**config.mk**
```make
export PLATFORM = sky130hd
export DESIGN_NAME = tk1_sec_mon
export DESIGN_NICKNAME = d
export VERILOG_FILES = /design/src/rtl/tk1_sec_mon_pkg.sv /design/src/rtl/tk1_sec_mon_region.sv /design/src/rtl/tk1_sec_mon.sv
export SDC_FILE = /design/constraint.sdc
export NUM_CORES = 1
export LEC_CHECK = 0
export ABC_AREA = 1
export CAP_MARGIN = 0
export CORE_MARGIN = 4
export CORE_UTILIZATION = 39
export DETAILED_ROUTE_END_ITERATION = 16
export DONT_BUFFER_PORTS = 1
export HOLD_SLACK_MARGIN = 0.08
export SYNTH_ARGS = -nofsm -noshare
export SYNTH_HDL_FRONTEND = slang
export SYNTH_HIERARCHICAL = 1
export SYNTH_SLANG_ARGS = --single-unit
```
**constraint.sdc**
```tcl
create_clock -name clk -period 4.9 [get_ports clk]
set_input_delay 0.98 -clock clk [delete_from_list [all_inputs] [get_ports clk]]
set_output_delay 0.98 -clock clk [all_outputs]
set_load 0.01 [all_outputs]
```
**src/rtl/tk1_sec_mon_pkg.sv**
```systemverilog
// Shared constants for the security monitor: register map, identity words,
// firmware RAM bounds and violation cause codes.
package tk1_sec_mon_pkg;

  localparam logic [7:0] ADDR_NAME0       = 8'h00;
  localparam logic [7:0] ADDR_NAME1       = 8'h01;
  localparam logic [7:0] ADDR_VERSION     = 8'h02;
  localparam logic [7:0] ADDR_CTRL        = 8'h08;
  localparam logic [7:0] ADDR_STATUS      = 8'h09;
  localparam logic [7:0] ADDR_VIOL_ADDR   = 8'h0a;
  localparam logic [7:0] ADDR_VIOL_COUNT  = 8'h0b;
  localparam logic [7:0] ADDR_REGION_BASE = 8'h10;
  localparam logic [7:0] ADDR_REGION_END  = 8'h2f;

  localparam logic [1:0] REG_FIRST = 2'd0;
  localparam logic [1:0] REG_LAST  = 2'd1;
  localparam logic [1:0] REG_PERM  = 2'd2;

  localparam int PERM_EXEC_BIT  = 0;
  localparam int PERM_READ_BIT  = 1;
  localparam int PERM_WRITE_BIT = 2;

  localparam logic [31:0] CORE_NAME0   = 32'h746b3120;  // "tk1 "
  localparam logic [31:0] CORE_NAME1   = 32'h736d6f6e;  // "smon"
  localparam logic [31:0] CORE_VERSION = 32'h00000001;

  localparam logic [31:0] FW_RAM_FIRST   = 32'hd0000000;
  localparam logic [31:0] FW_RAM_LAST    = 32'hd00007ff;
  localparam logic [1:0]  RAM_WINDOW_TAG = 2'b01;

  typedef enum logic [2:0] {
    CAUSE_NONE         = 3'd0,
    CAUSE_FW_EXEC      = 3'd1,
    CAUSE_RAM_OOB      = 3'd2,
    CAUSE_REGION_EXEC  = 3'd3,
    CAUSE_REGION_READ  = 3'd4,
    CAUSE_REGION_WRITE = 3'd5
  } cause_e;

endpackage

```
**src/rtl/tk1_sec_mon_region.sv**
```systemverilog
// One programmable monitor region: FIRST/LAST/PERM registers plus an
// inclusive address-range comparator and per-access-type deny flags.
module tk1_sec_mon_region
  import tk1_sec_mon_pkg::*;
(
  input  logic        clk,
  input  logic        reset_n,
  input  logic        wr_en_i,
  input  logic [1:0]  wr_sel_i,
  input  logic [31:0] wr_data_i,
  input  logic [31:0] cpu_addr_i,
  output logic [31:0] first_o,
  output logic [31:0] last_o,
  output logic [2:0]  perm_o,
  output logic        match_o,
  output logic        deny_exec_o,
  output logic        deny_read_o,
  output logic        deny_write_o
);

  logic [31:0] first_q, first_d;
  logic [31:0] last_q, last_d;
  logic [2:0]  perm_q, perm_d;

  always_comb begin
    first_d = first_q;
    last_d  = last_q;
    perm_d  = perm_q;
    if (wr_en_i) begin
      case (wr_sel_i)
        REG_FIRST: first_d = wr_data_i;
        REG_LAST:  last_d  = wr_data_i;
        REG_PERM:  perm_d  = wr_data_i[2:0];
        default:   ;
      endcase
    end
  end

  always_ff @(posedge clk) begin
    if (!reset_n) begin
      first_q <= '0;
      last_q  <= '0;
      perm_q  <= '0;
    end else begin
      first_q <= first_d;
      last_q  <= last_d;
      perm_q  <= perm_d;
    end
  end

  // An inverted range (first > last) can never satisfy both bounds.
  assign match_o      = (cpu_addr_i >= first_q) && (cpu_addr_i <= last_q);
  assign deny_exec_o  = perm_q[PERM_EXEC_BIT];
  assign deny_read_o  = perm_q[PERM_READ_BIT];
  assign deny_write_o = perm_q[PERM_WRITE_BIT];
  assign first_o      = first_q;
  assign last_o       = last_q;
  assign perm_o       = perm_q;

endmodule

```
**src/rtl/tk1_sec_mon.sv**
```systemverilog
// Security monitor: checks every CPU access against fixed and programmable
// rules, latches a sticky trap, captures the first violation and blinks a LED.
module tk1_sec_mon
  import tk1_sec_mon_pkg::*;
#(
  parameter int          NUM_REGIONS    = 4,
  parameter int          BLINK_WIDTH    = 24,
  parameter logic [31:0] RAM_MAX_OFFSET = 32'h0001ffff
) (
  input  logic        clk,
  input  logic        reset_n,
  input  logic        cpu_valid,
  input  logic        cpu_instr,
  input  logic        cpu_write,
  input  logic [31:0] cpu_addr,
  output logic        force_trap,
  output logic [2:0]  trap_led,
  input  logic        cs,
  input  logic        we,
  input  logic [7:0]  address,
  input  logic [31:0] write_data,
  output logic [31:0] read_data,
  output logic        ready
);

  logic [1:0]             ctrl_q, ctrl_d;
  logic [7:0]             status_q, status_d;
  logic [31:0]            viol_addr_q, viol_addr_d;
  logic [15:0]            viol_count_q, viol_count_d;
  logic                   force_trap_q, force_trap_d;
  logic                   red_q, red_d;
  logic [BLINK_WIDTH-1:0] blink_q, blink_d;

  logic       reg_wr, enable, lock;
  logic       region_hit;
  logic [2:0] region_idx;
  logic [1:0] region_sel;

  logic [31:0]            reg_first [NUM_REGIONS];
  logic [31:0]            reg_last  [NUM_REGIONS];
  logic [2:0]             reg_perm  [NUM_REGIONS];
  logic [NUM_REGIONS-1:0] reg_match, reg_deny_exec, reg_deny_read, reg_deny_write;
  logic [NUM_REGIONS-1:0] reg_viol;

  logic       is_exec, is_write, is_read;
  logic       fw_exec_hit, ram_oob_hit;
  cause_e     viol_cause;
  logic [3:0] viol_region;
  logic       viol;

  assign reg_wr     = cs && we;
  assign enable     = ctrl_q[0];
  assign lock       = ctrl_q[1];
  assign region_hit = (address >= ADDR_REGION_BASE) && (address <= ADDR_REGION_END);
  assign region_idx = 3'(address[5:2] - 4'd4);
  assign region_sel = address[1:0];

  generate
    for (genvar gi = 0; gi < NUM_REGIONS; gi++) begin : g_region
      tk1_sec_mon_region u_region (
        .clk          (clk),
        .reset_n      (reset_n),
        .wr_en_i      (reg_wr && !lock && region_hit && (region_idx == 3'(gi))),
        .wr_sel_i     (region_sel),
        .wr_data_i    (write_data),
        .cpu_addr_i   (cpu_addr),
        .first_o      (reg_first[gi]),
        .last_o       (reg_last[gi]),
        .perm_o       (reg_perm[gi]),
        .match_o      (reg_match[gi]),
        .deny_exec_o  (reg_deny_exec[gi]),
        .deny_read_o  (reg_deny_read[gi]),
        .deny_write_o (reg_deny_write[gi])
      );
      assign reg_viol[gi] = reg_match[gi] &&
                            ((is_exec && reg_deny_exec[gi]) ||
                             (is_read && reg_deny_read[gi]) ||
                             (is_write && reg_deny_write[gi]));
    end
  endgenerate

  assign is_exec     = cpu_instr;
  assign is_write    = !cpu_instr && cpu_write;
  assign is_read     = !cpu_instr && !cpu_write;
  assign fw_exec_hit = is_exec && (cpu_addr >= FW_RAM_FIRST) && (cpu_addr <= FW_RAM_LAST);
  assign ram_oob_hit = (cpu_addr[31:30] == RAM_WINDOW_TAG) &&
                       ({2'b00, cpu_addr[29:0]} > RAM_MAX_OFFSET);

  // Fixed rules outrank region rules; descending scan leaves the lowest region.
  always_comb begin
    viol_cause  = CAUSE_NONE;
    viol_region = '0;
    if (cpu_valid) begin
      if (fw_exec_hit) begin
        viol_cause = CAUSE_FW_EXEC;
      end else if (ram_oob_hit) begin
        viol_cause = CAUSE_RAM_OOB;
      end else if (enable) begin
        for (int i = NUM_REGIONS - 1; i >= 0; i--) begin
          if (reg_viol[i]) begin
            viol_region = 4'(i);
            viol_cause  = is_exec  ? CAUSE_REGION_EXEC :
                          is_write ? CAUSE_REGION_WRITE : CAUSE_REGION_READ;
          end
        end
      end
    end
  end

  assign viol = (viol_cause != CAUSE_NONE);

  always_comb begin
    ctrl_d       = ctrl_q;
    status_d     = status_q;
    viol_addr_d  = viol_addr_q;
    viol_count_d = viol_count_q;
    force_trap_d = force_trap_q || viol;
    blink_d      = '0;
    red_d        = red_q;
    if (reg_wr && !lock && (address == ADDR_CTRL)) begin
      ctrl_d = ctrl_q | write_data[1:0];
    end
    if (viol && !status_q[0]) begin
      status_d    = {viol_region, viol_cause, 1'b1};
      viol_addr_d = cpu_addr;
    end
    if (viol && (viol_count_q != 16'hffff)) begin
      viol_count_d = viol_count_q + 16'd1;
    end
    if (force_trap_q) begin
      blink_d = blink_q + BLINK_WIDTH'(1);
      if (blink_d == '0) begin
        red_d = ~red_q;
      end
    end
  end

  always_ff @(posedge clk) begin
    if (!reset_n) begin
      ctrl_q       <= '0;
      status_q     <= '0;
      viol_addr_q  <= '0;
      viol_count_q <= '0;
      force_trap_q <= 1'b0;
      red_q        <= 1'b0;
      blink_q      <= '0;
    end else begin
      ctrl_q       <= ctrl_d;
      status_q     <= status_d;
      viol_addr_q  <= viol_addr_d;
      viol_count_q <= viol_count_d;
      force_trap_q <= force_trap_d;
      red_q        <= red_d;
      blink_q      <= blink_d;
    end
  end

  assign force_trap = force_trap_q;
  assign trap_led   = force_trap_q ? {red_q, 2'b00} : 3'b000;
  assign ready      = cs;

  always_comb begin
    read_data = '0;
    case (address)
      ADDR_NAME0:      read_data = CORE_NAME0;
      ADDR_NAME1:      read_data = CORE_NAME1;
      ADDR_VERSION:    read_data = CORE_VERSION;
      ADDR_CTRL:       read_data = {30'b0, ctrl_q};
      ADDR_STATUS:     read_data = {24'b0, status_q};
      ADDR_VIOL_ADDR:  read_data = viol_addr_q;
      ADDR_VIOL_COUNT: read_data = {16'b0, viol_count_q};
      default: begin
        if (region_hit) begin
          for (int i = 0; i < NUM_REGIONS; i++) begin
            if (region_idx == 3'(i)) begin
              case (region_sel)
                REG_FIRST: read_data = reg_first[i];
                REG_LAST:  read_data = reg_last[i];
                REG_PERM:  read_data = {29'b0, reg_perm[i]};
                default:   read_data = '0;
              endcase
            end
          end
        end
      end
    endcase
  end

endmodule

```
==> results.cfg <==
[critical_path]
slowest_stage = nand3_2
path_buf_inv = 1
start_kind = primary input
slowest_delay_ns = 0.59
crit_family = simple AND/OR/NAND/NOR gates
ff2ff_path_depth = 21
path_class = primary input to primary output
endpoint = read_data[17]
r2r_end = viol_addr_q[27]$_SDFFE_PN0P_
cp.required_ns = 3.92
crit_path_start = address[3]
r2r_setup_slack_ns = 1.42
crit_cells = 8
reg2reg_from = g_region[0].u_region/last_o[22]$_SDFFE_PN0P_
crit_arrival_ns = 3.09
crit_chain = clkinv_1, nand3_2, a21boi_0, o21ai_0, o21ai_0, nand2_1, nand3_1, nand3_1
cp_max_fo = 25
critPathCaptureType = primary output

[clock_network]
cts_setup_buffers = 0
cts_hold_buf = 0
insertion_delay_ns = 0.59
ctsResizeCount = 0
cts_buffer_depth = 3
cts_made_buffers = 44
clkSinkCount = 350
htreeDepth = 2
clkTransAtPathRegs_ns = 0.06
tritoncts = done
clock_tree.root_cell = clkbuf_16

[synthesis]
synth_top_cell_by_area = dfxtp_1
synth_xor_area_frac = 0.00681
synth_fa_ha_area_frac = 0.140
synth.avg_cell_area_um2 = 7.23
yosysSeqAreaShare = 0.303
syn-instance-count = 3201
ys.flop_type = dfxtp_1
synth_top_family_by_area = compound AO/OA/AOI/OAI gates
synth-simple-area-share = 0.197
synth_seq_cells = 350
yosysWarningCount = 6
synth-edff-count = 0
syn-cell-area_um2 = 23100
async_flop_share = 0
synth.distinct_cells = 54
synth_top_area_share = 0.303
muxShareOfSynthArea = 0
synth_compound_area_frac = 0.235
netlist_top_cells_area = dfxtp_1 30%, ha_1 14%, a21oi_1 9.8%

[detailed_routing]
routed_via_density = 5.39
ant_nets = 0
dr.pass1.iters = 5
drt-total-wl_mm = 76.1
drt_iter0_drc = 1831
vias = 21200
drc = 0
wl_per_cell_um = 19.4

[final_layout]
final_nets = 3458
layout-drive-gt1-share = 0.0583
utilization = 0.420
diodes = 0
fillers = 6106
area_growth_pct = 7.03

[run]
drv_cap = 0

[timing]
drv_slew = 0
setup_viol_count_final = 0
clock_skew_ns = 0.0215
period_share = 0.831
relSlewSlack = 0.333
period_minus_slack_ns = 4.07
tightest_slew_ns = 1.00
rsz0062_at_grt = no
fin_setup_tns_ns = 0
max_freq_ghz = 0.246
finalHoldViolCount = 0

[global_route]
grt_util_all_layers = 0.233
grt_pass1_vias = 19500
grt_antenna_before_repair = 1
grt_pass1_wl_mm = 116
grt_start_max_net_pins = 309
grt-ovfl-total = 0

[floorplan]
num_io_pins = 116
core_area_um2 = 58900
fp.dieArea_um2 = 63300
rows = 89
chipHeight_um = 252
start_util = 0.393
die_x_um = 252

[power_and_ir_drop]
power_density_nw_per_um2 = 275
leakage_nw = 9.60
peakVddDrop_v = 0.000237

[placed_design]
dp_hpwl_mm = 54.1
io_buffers = 0
globalplace.congestion = 0.875

[run_status]
status = finished, final reports clean

[worst_hold_path]
hp-class = flip-flop to flip-flop
[metrics by stage]
stage	hold slack [ns]	std cells	setup slack (ns)	instance area [um2]	power, mW
floorplan	0.437	3202	1.55	23100	3.42
global placement	0.450	3847	0.834	23300	3.54
detailed placement	0.453	3847	0.850	23300	3.54
CTS	0.462	3928	0.844	24800	6.85
global route	0.490	3928	0.607	24800	7.06
finish	0.466	3928	0.829	24800	6.81
[synthesized netlist by cell type (8+ instances only)]
| cell type | number |
|---|---|
| nor2_2 | 22 |
| buf_1 | 8 |
| inv_2 | 14 |
| buf_2 | 42 |
| o31ai_1 | 12 |
| nand4_1 | 38 |
| nand3_4 | 9 |
| o21a_1 | 12 |
| dfxtp_1 | 350 |
| nand3_1 | 104 |
| o21ai_0 | 102 |
| clkbuf_1 | 42 |
| o21ai_1 | 217 |
| buf_4 | 16 |
| o21ai_2 | 9 |
| nor2_1 | 213 |
| ha_1 | 259 |
| nor3_1 | 16 |
| a22o_1 | 74 |
| inv_1 | 401 |
| a221oi_1 | 25 |
| nand2_1 | 569 |
| a221o_1 | 16 |
| a21oi_1 | 455 |
| buf_6 | 51 |
| nand3b_1 | 38 |
| xor2_1 | 13 |
[final cells by class]
class / instances / area [um2] / share of cell area
Clock buffer: 64 / 1310 / 0.0528
Inverter: 420 / 1590 / 0.0641
Timing Repair Buffer: 37 / 328 / 0.0132
Clock inverter: 17 / 145 / 0.00586
Tap cell: 773 / 967 / 0.0391
Sequential cell: 350 / 7010 / 0.283
Multi-Input combinational cell: 2267 / 13400 / 0.542
[cell families after synthesis]
group           after synthesis
flops                       350
other cells                   1
fa+ha+maj                   259
buf+inv                     585
xor+xnor                     18
simple gates               1032
compound gates              956
[placed cells by master, fill, tap and decap left out, drive strengths merged, types with 4 or more instances in the layout]
| cell | Yosys | routed |
|---|---|---|
| o21ai | 328 | 328 |
| nand4 | 38 | 38 |
| a21o | 4 | 4 |
| a21oi | 455 | 455 |
| o31ai | 12 | 12 |
| o21bai | 5 | 5 |
| nand2 | 574 | 574 |
| o2111ai | 7 | 7 |
| o21a | 12 | 12 |
| buf | 119 | 37 |
| nand3 | 115 | 115 |
| and3 | 7 | 7 |
| a21boi | 6 | 6 |
| a221o | 16 | 16 |
| a221oi | 25 | 25 |
| dfxtp | 350 | 350 |
| nand3b | 38 | 38 |
| clkbuf | 46 | 64 |
| inv | 416 | 418 |
| nor3 | 18 | 18 |
| o211a | 6 | 6 |
| xnor2 | 5 | 5 |
| clkinv | 4 | 16 |
| nor2 | 236 | 236 |
| ha | 259 | 259 |
| a22o | 74 | 74 |
| xor2 | 13 | 13 |
[sequential cells by signal, summed over array words and instances (netlist names)]
signal / cells
status_q: 6
red_q: 1
g_region.u_region/first_o: 128
g_region.u_region/perm_o: 12
viol_count_q: 16
force_trap: 1
blink_q: 24
ctrl_q: 2
viol_addr_q: 32
g_region.u_region/last_o: 128
[worst min-delay path by stage]
| stage | start | to | depth (start not counted) |
|---|---|---|---|
| 2_1_floorplan | g_region[0].u_region/perm_o[2]$_SDFFE_PN0P_ | g_region[0].u_region/perm_o[2]$_SDFFE_PN0P_ | 2 |
| 3_3_place_gp | g_region[3].u_region/perm_o[1]$_SDFFE_PN0P_ | g_region[3].u_region/perm_o[1]$_SDFFE_PN0P_ | 2 |
| 3_5_place_dp | g_region[3].u_region/perm_o[1]$_SDFFE_PN0P_ | g_region[3].u_region/perm_o[1]$_SDFFE_PN0P_ | 2 |
| 4_1_cts | g_region[3].u_region/perm_o[1]$_SDFFE_PN0P_ | g_region[3].u_region/perm_o[1]$_SDFFE_PN0P_ | 2 |
| 5_1_grt | g_region[3].u_region/perm_o[0]$_SDFFE_PN0P_ | g_region[3].u_region/perm_o[0]$_SDFFE_PN0P_ | 2 |
| 6_report | g_region[3].u_region/perm_o[0]$_SDFFE_PN0P_ | g_region[3].u_region/perm_o[0]$_SDFFE_PN0P_ | 2 |
[where the power goes]
part	switching [mW]	internal, mW
Clock	1.36	1.96
Combinational	0.378	0.230
Sequential	0.0155	2.87
[metal layers]
| metal | global-route usage | wire length, um | vias to the layer above |
|---|---|---|---|
| li1 | - | - | 10700 |
| met1 | 0.340 | 36200 | 9655 |
| met2 | 0.350 | 32200 | 697 |
| met3 | 0.0450 | 5710 | 125 |
| met4 | 0.0677 | 2090 | 2 |
| met5 | 0 | 11 | - |
[worst register-to-register path, cell delays in order (launching register included)]
cell	delay, ns
dfxtp_1	0.35
inv_1	0.07
ha_1	0.27
nand2_1	0.06
nor2_1	0.31
nand4_1	0.21
nor2_1	0.19
nand2_1	0.07
nand2_1	0.05
nand2_1	0.04
nand2_1	0.19
inv_1	0.09
nand2_1	0.10
nand4_1	0.13
nand2_1	0.08
nand2_1	0.07
nand2_1	0.11
nand3_4	0.33
buf_4	0.38
nand3b_1	0.13
nand2_1	0.06
nor2_1	0.11
Note: power is estimated with default switching activity, not from simulation.
